==> src/rtl/ex_muldiv.sv <==
// Iterative EX-stage multiply/divide unit that owns HI/LO.
// state  | meaning
// S_IDLE | ready for a new op or MTHI/MTLO; S_CALC | one shift-add or restoring-divide step per cycle; S_FIX | sign fix-up, HI/LO write
module ex_muldiv #(
    parameter int WIDTH = 32,
    parameter int CNT_W = 5
) (
    input  logic             clk,
    input  logic             rst,
    input  logic             start,
    input  logic [1:0]       op,
    input  logic [WIDTH-1:0] src_a,
    input  logic [WIDTH-1:0] src_b,
    input  logic             flush,
    input  logic             hilo_read,
    input  logic             hi_we,
    input  logic             lo_we,
    input  logic [WIDTH-1:0] hilo_wdata,
    output logic [WIDTH-1:0] hi,
    output logic [WIDTH-1:0] lo,
    output logic             busy,
    output logic             stall,
    output logic             done
);
    typedef enum logic [1:0] {S_IDLE, S_CALC, S_FIX} state_t;

    localparam logic [CNT_W-1:0] CNT_LAST = CNT_W'(WIDTH - 1);

    state_t                 state_q, state_d;
    logic [1:0]             op_q, op_d;
    logic                   sa_q, sa_d, sb_q, sb_d, dz_q, dz_d;
    logic [CNT_W-1:0]       cnt_q, cnt_d;
    logic [2*WIDTH-1:0]     acc_q, acc_d;
    logic [WIDTH-1:0]       opb_q, opb_d;
    logic [WIDTH-1:0]       hi_q, hi_d, lo_q, lo_d;
    logic                   done_q, done_d;

    logic [WIDTH-1:0]       abs_a, abs_b;
    logic [WIDTH:0]         mul_sum, rem_sh, rem_diff;
    logic                   rem_ge;
    logic [2*WIDTH-1:0]     mul_next, div_next, prod_neg;
    logic                   is_signed;

    always_comb begin
        abs_a     = (src_a[WIDTH-1] && !op[0]) ? -src_a : src_a;
        abs_b     = (src_b[WIDTH-1] && !op[0]) ? -src_b : src_b;
        is_signed = !op_q[0];

        mul_sum  = {1'b0, acc_q[2*WIDTH-1:WIDTH]} + {1'b0, opb_q};
        mul_next = acc_q[0] ? {mul_sum, acc_q[WIDTH-1:1]} : {1'b0, acc_q[2*WIDTH-1:1]};

        // The shifted partial remainder can need WIDTH+1 bits when the divisor is large.
        rem_sh   = acc_q[2*WIDTH-1:WIDTH-1];
        rem_ge   = rem_sh >= {1'b0, opb_q};
        rem_diff = rem_sh - {1'b0, opb_q};
        div_next = {(rem_ge ? rem_diff[WIDTH-1:0] : rem_sh[WIDTH-1:0]), acc_q[WIDTH-2:0], rem_ge};

        prod_neg = -acc_q;
    end

    always_comb begin
        state_d = state_q;
        op_d    = op_q;
        sa_d    = sa_q;
        sb_d    = sb_q;
        dz_d    = dz_q;
        cnt_d   = cnt_q;
        acc_d   = acc_q;
        opb_d   = opb_q;
        hi_d    = hi_q;
        lo_d    = lo_q;
        done_d  = 1'b0;

        case (state_q)
            S_IDLE: begin
                if (!flush) begin
                    if (hi_we) hi_d = hilo_wdata;
                    if (lo_we) lo_d = hilo_wdata;
                    if (start) begin
                        op_d  = op;
                        sa_d  = src_a[WIDTH-1];
                        sb_d  = src_b[WIDTH-1];
                        cnt_d = '0;
                        dz_d  = op[1] && (src_b == '0);
                        if (op[1] && (src_b == '0)) begin
                            acc_d   = {{WIDTH{1'b0}}, src_a};
                            opb_d   = '0;
                            state_d = S_FIX;
                        end else if (op[1]) begin
                            acc_d   = {{WIDTH{1'b0}}, abs_a};
                            opb_d   = abs_b;
                            state_d = S_CALC;
                        end else begin
                            acc_d   = {{WIDTH{1'b0}}, abs_b};
                            opb_d   = abs_a;
                            state_d = S_CALC;
                        end
                    end
                end
            end
            S_CALC: begin
                if (flush) begin
                    state_d = S_IDLE;
                    cnt_d   = '0;
                end else begin
                    acc_d = op_q[1] ? div_next : mul_next;
                    if (cnt_q == CNT_LAST) begin
                        cnt_d   = '0;
                        state_d = S_FIX;
                    end else begin
                        cnt_d = cnt_q + 1'b1;
                    end
                end
            end
            S_FIX: begin
                state_d = S_IDLE;
                if (!flush) begin
                    done_d = 1'b1;
                    if (dz_q) begin
                        lo_d = '1;
                        hi_d = acc_q[WIDTH-1:0];
                    end else if (op_q[1]) begin
                        lo_d = (is_signed && (sa_q ^ sb_q)) ? -acc_q[WIDTH-1:0] : acc_q[WIDTH-1:0];
                        hi_d = (is_signed && sa_q) ? -acc_q[2*WIDTH-1:WIDTH] : acc_q[2*WIDTH-1:WIDTH];
                    end else if (is_signed && (sa_q ^ sb_q)) begin
                        {hi_d, lo_d} = prod_neg;
                    end else begin
                        {hi_d, lo_d} = acc_q;
                    end
                end
            end
            default: state_d = S_IDLE;
        endcase
    end

    always_ff @(posedge clk or negedge rst) begin
        if (!rst) begin
            state_q <= S_IDLE;
            op_q    <= '0;
            sa_q    <= 1'b0;
            sb_q    <= 1'b0;
            dz_q    <= 1'b0;
            cnt_q   <= '0;
            acc_q   <= '0;
            opb_q   <= '0;
            hi_q    <= '0;
            lo_q    <= '0;
            done_q  <= 1'b0;
        end else begin
            state_q <= state_d;
            op_q    <= op_d;
            sa_q    <= sa_d;
            sb_q    <= sb_d;
            dz_q    <= dz_d;
            cnt_q   <= cnt_d;
            acc_q   <= acc_d;
            opb_q   <= opb_d;
            hi_q    <= hi_d;
            lo_q    <= lo_d;
            done_q  <= done_d;
        end
    end

    assign hi    = hi_q;
    assign lo    = lo_q;
    assign done  = done_q;
    assign busy  = (state_q != S_IDLE);
    assign stall = busy && (start || hilo_read || hi_we || lo_we);
endmodule

==> config.mk <==
export PLATFORM = sky130hd
export DESIGN_NAME = ex_muldiv
export DESIGN_NICKNAME = d
export VERILOG_FILES = /design/src/rtl/ex_muldiv.sv
export SDC_FILE = /design/constraint.sdc
export NUM_CORES = 1
export LEC_CHECK = 0
export CAP_MARGIN = 20
export CORE_MARGIN = 2
export CORE_UTILIZATION = 25
export CTS_CLUSTER_SIZE = 25
export DETAILED_ROUTE_END_ITERATION = 7
export GPL_ROUTABILITY_DRIVEN = 0
export SKIP_CTS_REPAIR_TIMING = 1
export SLEW_MARGIN = 20
export SYNTH_ARGS = -nofsm -noshare
export SYNTH_HDL_FRONTEND = slang
export SYNTH_SLANG_ARGS = --single-unit
==> constraint.sdc <==
create_clock -name clk -period 4 [get_ports clk]
set_clock_uncertainty 0.05 [all_clocks]
set_input_delay 0.4 -clock clk [delete_from_list [all_inputs] [get_ports clk]]
set_output_delay 0.4 -clock clk [all_outputs]
set_load 0.1 [all_outputs]
==> results of run 1 <==
cells by family (layout without fill, tap and decap cells):
| group | after synthesis | after routing |
|---|---|---|
| AO/OA/AOI/OAI | 742 | 742 |
| XOR/XNOR | 171 | 171 |
| adder cells (fa/ha/maj) | 72 | 72 |
| buffers and inverters | 235 | 390 |
| flip-flops | 173 | 173 |
| multiplexers | 73 | 73 |
| AND/OR/NAND/NOR | 657 | 657 |
routing by layer:
metal  wire length (um)  track usage
met3               7000       0.0475
met1              30000        0.282
met5                  0            0
met2              26000        0.260
met4               1110       0.0466
flip-flops by register name, summed over array words and instances, names as in the netlist:
name,flops
acc_q,64
hi,32
lo,32
opb_q,32
cnt_q,5
op_q,2
state_q,2
done,1
dz_q,1
sa_q,1
sb_q,1
layout make-up:
class	instances	area, sq um
Inverter	72	270
Fill cell	6962	44400
Multi-Input combinational cell	1715	11100
Timing Repair Buffer	287	2620
Tap cell	855	1070
Clock inverter	13	226
Clock buffer	18	439
Sequential cell	173	4330
worst max-delay path: stages, from the launching register on:
cell and delay [ps]:
dfrtp_1 560, ha_1 550, nand4_1 200, nor4_1 340, nand3_1 160, o221a_2 330, o22ai_4 510, buf_4 310
mux2i_1 210, a21oi_1 90, a22o_1 220
cells in the final DEF, fill, tap and decap left out, types with 6 or more instances in the layout:
cell type	count
a211o_1	7
a211oi_1	46
a21o_1	26
a21oi_1	190
a221oi_1	10
a22o_1	17
a31oi_1	31
and3_1	18
buf_4	113
clkbuf_16	17
clkdlybuf4s50_1	168
dfrtp_1	171
ha_1	70
inv_1	70
mux2_2	9
mux2i_1	64
nand2_1	235
nand2b_1	22
nand3_1	39
nand4_1	17
nand4b_1	6
nor2_1	163
nor2b_1	22
nor3_1	45
nor4_1	20
o211ai_1	31
o21a_1	11
o21ai_0	181
o21ai_1	10
o21bai_1	11
o221ai_1	15
o22ai_1	38
o31ai_1	42
o41ai_1	11
or2_2	9
or3_1	22
or4_1	13
xnor2_1	103
xor2_1	68
worst max-delay path by stage:
stage,cells after the start,to,from,slack (ps)
2_1_floorplan,12,acc_q[35],acc_q[38],880
3_3_place_gp,11,acc_q[23],src_b[15],220
3_5_place_dp,11,acc_q[20],src_b[15],190
4_1_cts,9,hi[26],acc_q[19],180
5_1_grt,10,acc_q[39],acc_q[53],190
6_report,10,acc_q[36],acc_q[53],360
power by group through the flow:
stage / registers (mW) / clock network [mW] / logic (mW)
floorplan: 3.92 / 0 / 6.60
global placement: 3.02 / 0 / 10.9
detailed placement: 3.01 / 0 / 10.9
CTS: 2.98 / 1.99 / 11.0
global route: 3.08 / 2.05 / 12.0
finish: 3.03 / 1.96 / 11.2
per-stage QoR:
step / cells / worst slack [ps] / utilization / hold WS [ps] / power (mW)
floorplan: 2123 / 882 / - / 54.4 / 10.5
detailed placement: 3101 / 189 / 0.300 / 418 / 13.9
global placement: 3101 / 220 / 0.300 / 409 / 13.9
finish: 3133 / 357 / 0.311 / 429 / 16.2
CTS: 3132 / 181 / 0.311 / -65.3 / 15.9
global route: 3133 / 188 / 0.311 / 460 / 17.2
==> results by group, run 1 <==
Synth
  • Mapped Cells: 2,123
  • Flip-flop and latch count after synthesis: ~170
  • Most frequent cells after synthesis: nand2_1, a21oi_1, o21ai_0, dfrtp_1, nor2_1
  • Syn nets: 2,300
  • Area leader, netlist: dfrtp_1
  • Top FF cell, synth: dfrtp_1
  • Most common cell in the netlist: nand2_1
  • Largest family of logic cells by synthesized area: compound AO/OA/AOI/OAI gates
  • Synth Area in XOR/XNOR: 0.0920
  • Sequential area share after synthesis: 0.266
  • Mean Syn Cell Area: 7.67 sq um
  • Synth top area share: 0.266
  • Number of unique standard cell types used by synthesis: 87
  • Async set or reset register ratio after synthesis: 1.00
  • Simple-gate area share of the yosys netlist: 0.192
  • Post-Syn Area: between 0.015 and 0.02 sq mm
  • Compound-Gate Fraction of Synth Area: 0.292
  • Synth Warn #: 0
  • Top cells by area, synth: dfrtp_1, a21oi_1, o21ai_0, xnor2_1, nand2_1
  • Post-synthesis mux area share: 0.0456
  • EDFF count, synth: 0
  • Post-Synth Adder-Cell Area: 0.0562

CTS
  • Sink Count: 173
  • CTS clk-pin slew, worst paths: 70 ps
  • Clock latency on the worst-skew pair: 480 ps
  • CTS Buffer Depth: 2
  • Root buffer cell: clkbuf_16
  • CTS H-Tree Depth: 4
  • CTS tree: done
  • TritonCTS Buffers: 17

Cells and area
  • Layout cell share with drive strength beyond 1: 0.0896
  • Cell area after layout: 0.0201 sq mm
  • Antenna diode count: 0
  • Final net count: 2,443
  • Area growth from synthesis to layout: 23.1%

Placement
  • Buffers on Ports: approximately 170
  • DP Wirelength: 50,000 um
  • Post-DP Area: about 0.019 sq mm

Setup path
  • R2r worst-path depth: 10
  • Critical Path Start Type: register
  • Critical R2R Launch: acc_q[53]
  • R2r setup slk: 360 ps
  • Critical path class: register to register
  • CP Capture Type: register
  • RR Endpoint: acc_q[36]
  • Worst Path Max Fanout: 14
  • Worst endpoint required time: around 4300 ps
  • Arrival time worst endpoint: roughly 4000 ps

GRT
  • Initial antenna violation count: 0
  • Total gr overflow: 0
  • Total track usage: 0.187
  • Number of global-route vias before repair: approximately 16k
  • Global-route wire length before repair: 97,300 um
  • Pin count of the biggest net entering global routing: 94

STA
  • RSZ-0062 raised after global routing: no
  • Worst-Margin Slew: 1060 ps
  • Max-slew violation count: 0
  • Max-slew headroom: 0.293
  • Final setup viols: 0
  • Final Hold Viols: 0
  • Period utilization: 0.911
  • Max Freq: ~0.27 GHz
  • Min cycle time layout: 3640 ps
  • TNS Setup: 0 ps

Drt
  • Via count: 17.1k
  • # DRC: 0
  • Post-route ant nets: 0
  • Initial DRC count: 1,865
  • Drt first pass iters: 6
  • Drt wl/cell: 20.5 um
  • Via/cell ratio: 5.45
  • DRT Wirelength: 64,100 um

Floorplanning
  • Core box area: 0.0645 sq mm
  • Die height: 259 um
  • Num rows: 93
  • IO Count: 172
  • Die ar.: 0.0672 sq mm
  • Die width: 259 um
  • Initial Utilization: 0.253

Pwr
  • Internal Power: 7.52 mW
  • Worst VDD drop: 397 uV
  • P_sw: 8.66 mW
  • Clock Power Share: 0.121
  • Sequential Power Share: 0.187
  • Part of the power in combinational logic: 0.691
  • Leakage power: 8.16 nW
  • Switching Fraction: 0.535
  • P per Cell Area: 807 mW/mm^2

Worst hold path
  • Worst Hold Endpoint: lo[13]
  • Min-delay worst type: register to register
  • Hold Path Origin: lo[13]
  • Worst Hold Depth: 2

Outcome
  • Status: completed

Flow run
  • Max-Cap Viols: 0
Note: power is estimated with default switching activity, not from simulation.
==> run 2, diff against run 1 <==
CTS_CLUSTER_DIAMETER = 50   (was not set)
==> results of run 2 <==
Final layout, timing and power as in run 1 (identical DEF).
